### src/rtl/first_counter.sv
// Free-running WIDTH-bit up-counter with count enable and wrap-around.
// Latency: one clock from enable sampled high to the incremented counter_out.
// No backpressure: counts whenever enabled; reset clears asynchronously.
//
// Ports:
//   clock       - system clock; count state changes on the rising edge only
//   reset       - asynchronous active-high clear; holds the count at 0 while high
//   enable      - count enable, sampled on the rising edge of clock
//   counter_out - current count, driven straight from the count register
module first_counter #(
  parameter int WIDTH = 4
) (
  input  logic             clock,
  input  logic             reset,
  input  logic             enable,
  output logic [WIDTH-1:0] counter_out
);

  localparam logic [WIDTH-1:0] ONE = {{(WIDTH-1){1'b0}}, 1'b1};

  logic [WIDTH-1:0] r_count;
  logic [WIDTH-1:0] w_count_nxt;

  // Natural modulo-2^WIDTH arithmetic gives the wrap from all-ones to zero.
  assign w_count_nxt = r_count + ONE;

  // Reset is in the sensitivity list, so it wins over enable at every edge and
  // also clears the count between edges.
  always_ff @(posedge clock or posedge reset) begin
    if (reset) begin
      r_count <= '0;
    end else if (enable) begin
      r_count <= w_count_nxt;
    end
  end

  // Output comes straight off the register: no combinational path from enable.
  assign counter_out = r_count;

endmodule

### config.mk
export PLATFORM = sky130hd
export DESIGN_NAME = first_counter
export DESIGN_NICKNAME = d
export VERILOG_FILES = /design/src/rtl/first_counter.sv
export SDC_FILE = /design/constraint.sdc
export NUM_CORES = 1
export LEC_CHECK = 0
export ABC_AREA = 1
export BUFFER_PORTS_ARGS = -buffer_cell sky130_fd_sc_hd__clkbuf_2
export CAP_MARGIN = 20
export CORE_AREA = 4 4 41 43
export CTS_BUF_LIST = sky130_fd_sc_hd__clkbuf_4 sky130_fd_sc_hd__clkbuf_8
export CTS_CLUSTER_SIZE = 8
export DETAILED_ROUTE_END_ITERATION = 7
export DIE_AREA = 0 0 45 47
export PLACE_DENSITY = 0.3
export SYNTH_ARGS = -nofsm -noshare
export SYNTH_HDL_FRONTEND = slang
export SYNTH_SLANG_ARGS = --single-unit
### constraint.sdc
create_clock -name clock -period 2.25 [get_ports clock]
set_clock_uncertainty 0.15 [all_clocks]
set_input_delay 0.3375 -clock clock [delete_from_list [all_inputs] [get_ports clock]]
set_output_delay 0.3375 -clock clock [all_outputs]
set_load 0.1 [all_outputs]
==> metrics.csv <==
metric,value,unit
outcome,finished clean,
synthDistinctLibCells,9,
clockBufferDepth,2,
syn_inst,20,
worstMarginPinSlew,0.5419,ns
endpoint,counter_out[0],
cts_tree,yes,
syn_avg_cell_area,9.196,um2
syn_to_final_growth,44.22,%
hold_violations,0,
slew_violations,0,
ys_seq_area_frac,0.5442,
crit_type,flop to output port,
cp_top_family,buffers and inverters,
path_cells,clkbuf_2,
ctsHtreeMaxLevel,1,
fin_nets,36,
critPathCaptureType,output port,
die_h,47,um
final_common_cell,clkbuf_2,
drive_gt1_frac,0.3333,
hpwlAfterDp,270.6,um
io_pins,7,
cts-resized-gates,0,
reg2reg_from,counter_out[0]$_DFFE_PP0P_,
insertion_delay,0.23,ns
clkTransAtPathRegs,0.04,ns
start_util,0.1413,
max_cap_viol_count,0,
rsz0062_at_grt,false,
drt_iter0_drc,0,
diodes,0,
ant_nets,0,
finalCritPeriodShare,0.7150,
hold_class,input port to flop,
drt_wl_total,359,um
crit_fanout,4,
syn_nets,24,
max_freq,621.6,MHz
gp_congestion,0.6645,
via_per_inst,3.356,
num_vias,151,
num_rows,13,
cts-buffers-inserted,3,
fin_setup_tns,0,ns
io_buffers,6,
rr_worst_depth,4,
cpMaxStageDelayCell,clkbuf_2,
die_area,2115,um2
grt_pass1_vias,163,
die_w,45,um
cp_slowest_stage_delay,0.48,ns
design.core.area,1301,um2
globalRouteTotalUtil,0.04988,
crit_buf_inv,1,
syn_area,183.9,um2
overflow,0,
grt_max_degree,6,
clockRootBuffer,clkbuf_4,
relSlewSlack,0.6403,
drc,0,
largest_reg_flops,4,
startpoint,counter_out[0]$_DFFE_PP0P_,
r2r_end,counter_out[2]$_DFFE_PP0P_,
r2r_slack,1.10,ns
layout_common_cells,"clkbuf_2 (6), inv_1 (4), dfrtp_1 (4)",
grt_pass1_wl,669,um
synth.yosys.warnings,0,
ys_ff_latch,4,
post_drt_wl_per_cell,7.978,um
crit_path_start_kind,flop,
period_needed,1.609,ns
crit_required,1.76,ns
antenna_found_initial,0,
setup_violations,0,
worstPathArrival,1.12,ns
path_depth,1,
cts.sinks,4,
first_pass_iters,1,
## final cells by class
class                   count  area [um2]
fillers                   158        1036
flip-flops and latches      4       100.1
multi-input cells          12       68.82
repair buffers              7       40.04
clock buffers               3       22.52
well taps                  15       18.77
inverters                   4       15.01
## worst reg2reg max path, delay by kind of cell, from the launching register on
kind / cells / cell delay [ns]
xor+xnor: 1 / 0.15
fa+ha+maj: 1 / 0.21
buf+inv: 1 / 0.05
flops: 1 / 0.41
simple gates: 1 / 0.07
## per-stage QoR
| step | instance area [um2] | hold slack, ns | std cells | worst slack [ns] | utilization |
|---|---|---|---|---|---|
| after detailed placement | 232.7 | 0.06393 | 41 | 0.8784 | 0.1788 |
| after floorplan | 183.9 | -0.04642 | 20 | 0.5312 | - |
| after global placement | 232.7 | 0.06888 | 41 | 0.8887 | 0.1788 |
| final | 265.3 | 0.2096 | 45 | 0.6413 | 0.2038 |
| after global routing | 265.3 | 0.2143 | 45 | 0.5878 | 0.2038 |
| after CTS | 265.3 | 0.2079 | 45 | 0.6232 | 0.2038 |
## logic make-up (layout without fill, tap and decap cells)
family | Yosys count | in the layout | synth area share
simple gates | 8 | 8 | 0.1837
fa+ha+maj | 1 | 1 | 0.06802
xor+xnor | 2 | 2 | 0.09526
compound gates | 1 | 1 | 0.02718
buf+inv | 4 | 14 | 0.08161
flops | 4 | 4 | 0.5442
## what timing repair did
item,4_1_cts,5_1_grt
setup buffers,0,0
hold endpoints to repair,4,0
hold buffers,1,0
## routing by layer
layer	wire length (um)	vias up	share of wire	GRT usage
li1	-	79	-	-
met1	163	62	0.45	0.04805
met2	117	10	0.33	0.06497
met3	77	0	0.21	0.07280
met4	0	0	0	0
met5	0	-	0	0
## cells in the mapped netlist, drive strengths merged
cell type | instances | share of area
dfrtp | 4 | 0.54
ha | 1 | 0.068
inv | 4 | 0.082
nand2 | 4 | 0.095
nor2 | 3 | 0.061
nor3 | 1 | 0.027
o21ai | 1 | 0.027
xor2 | 2 | 0.095
## worst min path at each step
stage / from / endpoint / slack [ns] / cells after the start
detailed placement: reset / counter_out[2]$_DFFE_PP0P_ / 0.06 / 2
floorplan: reset / counter_out[0]$_DFFE_PP0P_ / -0.05 / 1
global placement: reset / counter_out[2]$_DFFE_PP0P_ / 0.07 / 2
CTS: enable / counter_out[0]$_DFFE_PP0P_ / 0.21 / 2
global route: enable / counter_out[0]$_DFFE_PP0P_ / 0.21 / 2
finish: enable / counter_out[0]$_DFFE_PP0P_ / 0.21 / 2
Power is not shown: default switching activity piles up to over one toggle a cycle in this logic, so the estimate is an artifact.
